`src/rtl/pipe_stage_buffer.sv`:
```
// Purpose : valid/ready pipeline stage register with optional 2-entry skid, flush and stall counter.
// Latency : 1 cycle from accept to out_valid/out_data when the stage is empty or draining.
// Backpr. : SKID=1 registered in_ready (drops only when both entries full); SKID=0 in_ready = !out_valid | out_ready.
//
// Ports:
//   clk, rst            clock and synchronous active-high reset
//   flush               kill all held entries and any same-cycle accepted input
//   in_valid/in_ready   upstream handshake, in_data is the payload
//   out_valid/out_ready downstream handshake, out_data is the head entry
//   occupancy           entries held (0..2)
//   stall_cnt           saturating count of cycles with out_valid & !out_ready
module pipe_stage_buffer #(
  parameter int WIDTH = 64,
  parameter int SKID  = 1,
  parameter int CNT_W = 16
) (
  input  logic             clk,
  input  logic             rst,
  input  logic             flush,
  input  logic             in_valid,
  output logic             in_ready,
  input  logic [WIDTH-1:0] in_data,
  output logic             out_valid,
  input  logic             out_ready,
  output logic [WIDTH-1:0] out_data,
  output logic [1:0]       occupancy,
  output logic [CNT_W-1:0] stall_cnt
);

  // Encoding doubles as the occupancy count.
  typedef enum logic [1:0] {
    EMPTY = 2'd0,
    ONE   = 2'd1,
    FULL  = 2'd2
  } state_t;

  state_t           state_q, state_d;
  logic [WIDTH-1:0] main_q, main_d;
  logic [WIDTH-1:0] skid_q, skid_d;
  logic             in_ready_q, in_ready_d;
  logic [CNT_W-1:0] stall_q;
  logic             accept;
  logic             fire;

  assign out_valid = (state_q != EMPTY);
  assign out_data  = main_q;
  assign occupancy = 2'(state_q);
  assign stall_cnt = stall_q;

  // With the skid entry present, in_ready comes straight from a flop so the
  // backward ready path is cut; without it, ready ripples through from
  // out_ready in the same cycle.
  assign in_ready = (SKID != 0) ? in_ready_q : (!out_valid || out_ready);

  assign accept = in_valid && in_ready;
  assign fire   = out_valid && out_ready;

  always_ff @(posedge clk) begin
    if (rst) begin
      state_q    <= EMPTY;
      main_q     <= '0;
      skid_q     <= '0;
      in_ready_q <= 1'b1;
    end else begin
      state_q    <= state_d;
      main_q     <= main_d;
      skid_q     <= skid_d;
      in_ready_q <= in_ready_d;
    end
  end

  always_comb begin
    state_d = state_q;
    main_d  = main_q;
    skid_d  = skid_q;

    case (state_q)
      EMPTY: begin
        if (accept) begin
          state_d = ONE;
          main_d  = in_data;
        end
      end
      ONE: begin
        if (accept && fire) begin
          // Head leaves as the new word arrives: stay single-entry.
          main_d = in_data;
        end else if (accept) begin
          // Only reachable with SKID=1; in SKID=0 accept implies fire.
          state_d = FULL;
          skid_d  = in_data;
        end else if (fire) begin
          // main_q is left as-is so out_data holds the last value.
          state_d = EMPTY;
        end
      end
      FULL: begin
        if (fire) begin
          state_d = ONE;
          main_d  = skid_q;
        end
      end
      default: begin
        state_d = EMPTY;
      end
    endcase

    // Flush wins over any handshake; a same-cycle fire has already been
    // consumed downstream, a same-cycle accept is simply thrown away.
    if (flush) begin
      state_d = EMPTY;
      main_d  = '0;
      skid_d  = '0;
    end

    in_ready_d = (state_d != FULL);
  end

  // Saturating stall counter; flush deliberately leaves it alone so a debug
  // read after a branch storm still reflects the stalls that happened.
  always_ff @(posedge clk) begin
    if (rst) begin
      stall_q <= '0;
    end else if (out_valid && !out_ready && (stall_q != {CNT_W{1'b1}})) begin
      stall_q <= stall_q + CNT_W'(1);
    end
  end

endmodule

```
`config.mk`:
```
export PLATFORM = sky130hd
export DESIGN_NAME = pipe_stage_buffer
export DESIGN_NICKNAME = d
export VERILOG_FILES = /design/src/rtl/pipe_stage_buffer.sv
export SDC_FILE = /design/constraint.sdc
export NUM_CORES = 1
export LEC_CHECK = 0
export CORE_AREA = 4 4 120 122
export DETAILED_ROUTE_END_ITERATION = 7
export DIE_AREA = 0 0 124 126
export PLACE_DENSITY = 0.74
export SKIP_LAST_GASP = 1
export SLEW_MARGIN = 10
export SYNTH_ARGS = -nofsm -noshare
export SYNTH_HDL_FRONTEND = slang
export SYNTH_SLANG_ARGS = --single-unit
```
`constraint.sdc`:
```
create_clock -name clk -period 2.19 [get_ports clk]
set_clock_uncertainty 0.1 [all_clocks]
set_input_delay 0.438 -clock clk [delete_from_list [all_inputs] [get_ports clk]]
set_output_delay 0.438 -clock clk [all_outputs]
set_load 0.01 [all_outputs]
```
## Word level (Yosys, flattened, before mapping)

Cells that the tools add are included.
Widths: inputs -> output; s select.

| word-level totals | value |
|---|---|
| register bits | 147 |
| output and inout bits | 84 |
| logic and storage cells | 37 |
| input port bits | 69 |

| cells by class | value |
|---|---|
| multiplexer cells | 11 |
| $add $sub $neg | 1 |
| bitwise logic cells | 1 |
| equality and inequality tests | 7 |
| reductions and logical operators | 12 |

Operator list:

| cell | count |
|---|---|
| $mux 64 | 3 |
| $pmux 64 s3 | 1 |
| $add 16x1->16 const B | 1 |
| $ne 16x16->1 const B | 1 |
| $mux 2 | 6 |
| $ne 2x2->1 const B | 4 |
| $pmux 2 s3 | 1 |
| $logic_and 1x1->1 | 5 |
| $reduce_and 4->1 | 1 |
| $reduce_and 3->1 | 1 |
| $reduce_bool 3->1 | 1 |
| $eq 2x1->1 const B | 1 |
| $eq 2x2->1 const B | 1 |
| $logic_not 2->1 | 1 |
| $reduce_bool 2->1 | 1 |
| $reduce_or 2->1 | 1 |
| $logic_not 1->1 | 1 |
| $not 1->1 | 1 |

## Depth between registers and ports, before layout

Gate-level depths: netlist of the first run.

| depth | value |
|---|---|
| depth after elaboration | 8 |
| depth in mapped cells | 7 |
| gate-level depth less buffers | 5 |

## Worst setup path after synthesis of the first run

No wires, ideal clock.

| timing path | value |
|---|---|
| kind | input port to flip-flop |
| start | input port out_ready |
| end | register stall_q[13], in the netlist stall_cnt[13] |
| path buffers | 1 |
| library setup time | 70 ps |
| path slack | 207 ps |
| data required time | 2,020 ps |
| cell stages on the path | 5 |
| arrival | 1,813 ps |
| cells stage by stage | o21bai_4 -> or4_1 -> buf_2 -> or4_1 -> a21oi_1 |

| on the way | value |
|---|---|
| cells in the longest elaborated chain, start to end | 3 |

Ends and longest elaborated chain:

| item | RTL line | RTL |
|---|---|---|
| from (decl) | 24 | `input logic out_ready,` |
| $logic_not 1->1 | 124 | `end else if (out_valid && !out_ready && (stall_q != {CNT_W{1'b1}})) begin` |
| $logic_and 1x1->1 (2 in a row) | 124 |  |
| to (signal assigned) | 125 | `stall_q <= stall_q + CNT_W'(1);` |
| to (decl) | 41 | `logic [CNT_W-1:0] stall_q;` |

No other way between the ends.
A chain may end at the register's enable or synchronous reset.

## Worst setup path in the final report of the first run

| timing path | value |
|---|---|
| start | input port out_ready |
| end | register stall_q[11], in the netlist stall_cnt[11] |

Same word-level chain as after synthesis.

==> results of run 1 <==
-- power groups by stage --
stage	clock network (mW)	registers, mW	logic (mW)
final	3.06	2.78	0.610
after global routing	3.23	2.78	0.669
after CTS	3.13	2.78	0.616
after detailed placement	0	2.84	0.612
after global placement	0	2.83	0.597
after floorplan	0	2.86	0.236
-- worst max-delay path by stage --
stage / endpoint / slack [ns] / depth (start not counted)
2_1_floorplan: stall_cnt[13] / 0.21 / 5
3_3_place_gp: stall_cnt[13] / -0.27 / 5
3_5_place_dp: stall_cnt[11] / -0.33 / 5
4_1_cts: occupancy[0] / 0.08 / 2
5_1_grt: stall_cnt[15] / 0.01 / 4
6_report: stall_cnt[11] / 0.09 / 5
-- area by class of cell --
type	count	area, um^2	area share (%)
Timing Repair Buffer	178	1820	21.6
Multi-Input combinational cell	474	2780	33.1
Tap cell	176	220	2.62
Inverter	4	15.0	0.179
Sequential cell	147	2940	35.0
Clock buffer	23	478	5.69
Clock inverter	9	151	1.80
-- state kept, by name, indices dropped and copies added (netlist names) --
register / cells
in_ready: 1
occupancy: 2
out_data: 64
skid_q: 64
stall_cnt: 16
-- per-stage QoR --
stage | instance area [um^2] | setup TNS (ns) | total power, mW | cells | worst slack, ns
floorplan | 5920 | 0 | 3.09 | 679 | 0.207
global placement | 7780 | -10.01 | 3.43 | 979 | -0.265
detailed placement | 7780 | -14.97 | 3.45 | 979 | -0.332
CTS | 8410 | 0 | 6.52 | 1011 | 0.0768
global route | 8410 | 0 | 6.68 | 1011 | 0.0106
finish | 8410 | 0 | 6.45 | 1011 | 0.0896
-- repair_timing --
action | CTS | global route
endpoints found under the setup margin | 1 | 0
hold buffers | 0 | 0
gates resized for setup | 1 | 0
endpoints found under the hold margin | 0 | 0
-- cells by family after synthesis --
logic type,after synthesis,share of synthesized area [%]
AO/OA/AOI/OAI,163,17.5
AND/OR/NAND/NOR,244,17.6
flip-flops,147,49.7
multiplexers,66,11.2
buffers and inverters,58,3.85
adder cells (fa/ha/maj),1,0.211
-- critical path: cells and delay by family --
family | cells | cell delay (ns)
simple gates | 2 | 1.07
buf+inv | 1 | 0.42
compound gates | 2 | 0.39
-- layout by cell type (no fill, tap or decap), types with 3 or more instances in the layout --
cell type / count
or4_1: 8
inv_1: 4
buf_4: 18
or2_2: 4
clkinv_2: 3
a21oi_1: 78
dfxtp_1: 147
clkbuf_8: 3
buf_12: 8
clkdlybuf4s50_1: 151
nand3_1: 5
or3_1: 3
clkbuf_16: 17
a211oi_1: 64
nand2_1: 133
mux2i_1: 65
nor2_1: 69
bufinv_16: 4
nand4_1: 6
o21ai_0: 5
o31ai_1: 7
clkbuf_1: 3
-- metal layers --
layer | global-route usage, % | vias up | wire length [um] | share of wire [%]
met5 | 0 | - | 0 | 0
met4 | 8.96 | 0 | 401 | 2.6
met3 | 5.20 | 32 | 773 | 5.0
met2 | 34.4 | 128 | 7850 | 51
met1 | 23.8 | 2510 | 6500 | 42
li1 | - | 2677 | - | -
==> impl_metrics.py, run 1 <==
metrics = {
    "outcome": {
        "status": "completed",
    },
    "yosys": {
        "ys_top_cells_by_count": "dfxtp_1 (147), nand2_1 (133), a21oi_1 (78)",
        "syn_area_per_cell_um2": 8.72,
        "synth_edf_count": 0,
        "yosys_warnings": 0,
        "synth.ff_latch_count": 147,
        "synth.area.top_cells": "dfxtp_1 (50%), mux2i_1 (11%), nand2_1 (8.4%)",
        "yosys.area.top_type": "dfxtp_1",
        "ys_seq_area_share_pct": 49.7,
        "synth_top_area_share_pct": 49.7,
        "syn_inst": 679,
        "synth-async-reset-ratio_pct": 0,
        "synth_cell_types": 38,
        "synthFlopType": "dfxtp_1",
        "syn_area_um2": 5920,
        "synth_nets": 749,
        "synth_most_common_cell": "dfxtp_1",
    },
    "cells_and_area": {
        "final_util_pct": 63.7,
        "antenna_cells": 0,
        "filler_cell_count": 1036,
        "syn2layout_area_growth_pct": 41.9,
        "layout.nets": 892,
        "drive_gt1_share_pct": 8.14,
    },
    "cts": {
        "cts-root-buf": "clkbuf_16",
        "cts_max_level": 4,
        "cts_setup_buffers": 0,
        "ctsLongestPathBuffers": 2,
        "cts_tree": "done",
        "clock-sinks": 147,
        "cts_buffers": 17,
        "clk_pin_slew_ns": 0.06,
        "clock_latency_ns": 0.42,
    },
    "power": {
        "vdd_drop_max_uv": 574,
        "p_leak_nw": 3.32,
        "power_density_nw_per_um2": 768,
        "p_int_mw": 5.05,
        "power.switching_mw": 1.40,
        "swShare_pct": 21.7,
        "p_clk_share_pct": 47.5,
        "combPwrFrac_pct": 9.5,
        "p_seq_share_pct": 43.1,
    },
    "global_route": {
        "grt_overflow": 0,
        "antenna_found_initial": 0,
        "grt_max_degree": 57,
        "grt_pass1_vias": 5228,
        "grt_pass1_wl_um": 25300,
        "grt_use_total_pct": 20.2,
    },
    "setup_path": {
        "path_class": "in2reg",
        "reg2reg_depth": 4,
        "path_cells": "clkdlybuf4s50_1 -> o21bai_4 -> or4_1 -> or4_1 -> a21oi_1",
        "critPathArrivalTime_ns": 2.33,
        "critPathMaxStageDelay_ns": 0.61,
        "startpoint_type": "input pin",
        "r2r_end": "stall_cnt[11]",
        "required_ns": 2.42,
        "endpoint_kind": "register",
        "r2r-start": "stall_cnt[3]",
        "ff2ff_setup_slack_ns": 0.16,
        "crit_start": "out_ready",
        "cp_slowest_cell": "or4_1",
        "path_common_cell": "or4_1",
        "path_max_fanout": 6,
    },
    "die": {
        "start_util_pct": 44.9,
        "io-pin-count": 153,
        "rows": 42,
        "core_area_um2": 13200,
        "die_x_um": 124,
        "die_h_um": 126,
        "die_area_um2": 15600,
    },
    "place": {
        "gp_congestion": 0.800,
        "hpwl_um": 10800,
        "numPortBuffers": 152,
    },
    "drt": {
        "wl_um": 15500,
        "wl_per_cell_um": 15.3,
        "route.detailed.drc": 0,
        "antenna_left": 0,
        "num_vias": 5347,
        "drt_iter0_drc": 325,
        "dr.pass1.iters": 4,
        "vias_per_cell": 5.29,
    },
    "sta": {
        "clock.fmax_ghz": 0.476,
        "slew_violations": 0,
        "timing.slew.headroom_pct": 74.9,
        "timing_hold_violations_final": 0,
        "hold_slack_ns": 0.352,
        "setup_viol": 0,
        "min_period_ns": 2.10,
        "grt_setup_unrepaired": "false",
        "worst_pin_slew_ns": 0.373,
        "fin_crit_sh_pct": 95.9,
    },
    "worst_hold_path": {
        "hold-path-endpoint": "skid_q[35]",
        "min_path_cells": 2,
        "hp-class": "reg2reg",
        "min-delay-start": "skid_q[35]",
    },
    "flow_run": {
        "cap_viol_max_count": 0,
    },
}
Note: power is estimated with default switching activity, not from simulation.
==> run 2: changes to the inputs <==
==> constraint.sdc (replaced) <==
create_clock -name clk -period 2.4 [get_ports clk]
set_clock_uncertainty 0.1 [all_clocks]
set_input_delay 0.48 -clock clk [delete_from_list [all_inputs] [get_ports clk]]
set_output_delay 0.48 -clock clk [all_outputs]
set_load 0.01 [all_outputs]
==> run 2 against run 1 <==
  * Clock power shrank 9.5%
  * Critical path depth shrank 3
  * Global-route usage shrank 0.46 points
  * Power shrank 9.2%
  * Via count shrank 0.13%
  * First-iteration DRC count shrank 12%
  * Sequential share of layout area is essentially flat
  * Sequential cell count is the same
  * Critical path type is now reg2out
  * Largest power group unchanged
  * Highest routed layer unchanged
==> impl_metrics.py, run 2 (synthesis results as in run 1) <==
metrics = {
    "place": {
        "gp_congestion": 0.886,
        "placed_cell_area_um2": 7770,
        "numPortBuffers": 152,
        "placedCellCount": 977,
        "hpwl_um": 10800,
    },
    "sta": {
        "slew_violations": 0,
        "min_period_ns": 2.24,
        "clock.fmax_ghz": 0.446,
        "grt_setup_unrepaired": "false",
        "timing_hold_violations_final": 0,
        "fin_crit_sh_pct": 93.5,
        "worst_pin_slew_ns": 0.466,
        "tns_ns": 0,
        "timing.slew.headroom_pct": 69.0,
        "setup_viol": 0,
    },
    "drt": {
        "vias_per_cell": 5.29,
        "wl_per_cell_um": 15.3,
        "drt_iter0_drc": 285,
        "wl_um": 15400,
        "dr.pass1.iters": 4,
        "antenna_left": 0,
        "num_vias": 5340,
        "route.detailed.drc": 0,
    },
    "global_route": {
        "grt_pass1_wl_um": 24900,
        "grt_use_total_pct": 19.8,
        "grt_pass1_vias": 5222,
        "grt_overflow": 0,
        "grt_max_degree": 67,
        "antenna_found_initial": 0,
    },
    "flow_run": {
        "cap_viol_max_count": 0,
    },
    "setup_path": {
        "critPathArrivalTime_ns": 1.66,
        "critical-path-top-delay-family": "buffers and inverters",
        "ff2ff_setup_slack_ns": 0.37,
        "path_max_fanout": 10,
        "cp_slowest_cell": "clkdlybuf4s50_1",
        "endpoint_kind": "output port",
        "critPathMaxStageDelay_ns": 0.56,
        "startpoint_type": "register",
        "cp_num_buf_inv": 1,
        "required_ns": 1.82,
        "path_cells": "or2_2 -> clkdlybuf4s50_1",
        "path_class": "reg2out",
    },
    "power": {
        "p_leak_nw": 3.32,
        "p_int_mw": 4.59,
        "p_clk_share_pct": 47.2,
        "swShare_pct": 21.6,
        "power_density_nw_per_um2": 697,
        "combPwrFrac_pct": 9.5,
        "vdd_drop_max_uv": 443,
        "p_seq_share_pct": 43.3,
        "power.switching_mw": 1.26,
    },
    "cts": {
        "cts_buffers": 17,
        "clock-sinks": 147,
        "ctsLongestPathBuffers": 2,
        "clock_latency_ns": 0.41,
        "cts_setup_buffers": 0,
        "hold_buffers": 0,
        "post_cts_resized": 0,
        "cts_max_level": 4,
        "cts_tree": "done",
        "clk_pin_slew_ns": 0.06,
        "cts-root-buf": "clkbuf_16",
    },
    "cells_and_area": {
        "final_util_pct": 63.7,
        "drive_gt1_share_pct": 8.16,
        "syn2layout_area_growth_pct": 42.0,
        "mostFrequentLayoutCell": "clkdlybuf4s50_1",
        "layout.cells.non_filler": 1009,
        "final_cell_mix": "clkdlybuf4s50_1 (152), dfxtp_1 (147), nand2_1 (133), a21oi_1 (78), nor2_1 (69)",
        "antenna_cells": 0,
        "filler_cell_count": 1105,
        "fin_area_um2": 8410,
        "layout.nets": 890,
    },
    "die": {
        "start_util_pct": 44.9,
        "core_area_um2": 13200,
        "die_area_um2": 15600,
        "die_x_um": 124,
        "die_h_um": 126,
        "io-pin-count": 153,
        "rows": 42,
    },
    "outcome": {
        "status": "completed",
    },
    "worst_hold_path": {
        "hp-class": "reg2reg",
    },
}
run 2: cell types whose count changed in the layout (fill, tap and decap cells not counted), sizes merged:
cell	previous run	this run
buf	26	24
dlygate4sd2	1	0
clkdlybuf4s50	151	152
bufinv	4	3
clkbuf	23	24
run 2: final timing paths:
check	from	to	cells past startpoint
max reg2reg	occupancy[1]	stall_cnt[13]	4
min	skid_q[21]	skid_q[21]	2
max	occupancy[0]	out_valid	2
min reg2reg	skid_q[21]	skid_q[21]	2
run 2: per-layer routing:
| metal | wire (um) | track usage (%) | vias up |
|---|---|---|---|
| li1 | - | - | 2665 |
| met1 | 6230 | 22.7 | 2515 |
| met2 | 8040 | 34.7 | 140 |
| met3 | 865 | 4.75 | 20 |
| met4 | 300 | 8.31 | 0 |
| met5 | 0 | 0 | - |
run 2: stage by stage:
stage | setup WS [ns] | hold WS, ns | total power [mW]
2_1_floorplan | 0.375 | 0.336 | 2.82
4_1_cts | 0.119 | 0.354 | 5.92
3_5_place_dp | -0.120 | 0.346 | 3.15
5_1_grt | 0.0892 | 0.372 | 6.06
3_3_place_gp | -0.0880 | 0.340 | 3.13
6_report | 0.156 | 0.353 | 5.86
run 2: layout make-up:
type | count | area [um^2] | area share [%]
multi-input combinational | 474 | 2780 | 33.1
inverter | 4 | 15.0 | 0.179
sequential | 147 | 2940 | 35.0
clock buffer | 24 | 512 | 6.09
timing repair buffer | 176 | 1810 | 21.6
clock inverter | 8 | 121 | 1.44
tap | 176 | 220 | 2.62
run 2: power groups by stage:
stage	clock network [mW]	logic, mW	registers (mW)
finish	2.77	0.555	2.54
global route	2.91	0.605	2.54
CTS	2.82	0.560	2.54
detailed placement	0	0.557	2.59
global placement	0	0.544	2.59
floorplan	0	0.215	2.61
run 2: worst reg2reg max path, cell delays in order, from the launching register on:
cell and delay, ns:
dfxtp_1 0.50, o21bai_4 0.11, or4_1 0.61, or4_1 0.50
a21oi_1 0.15
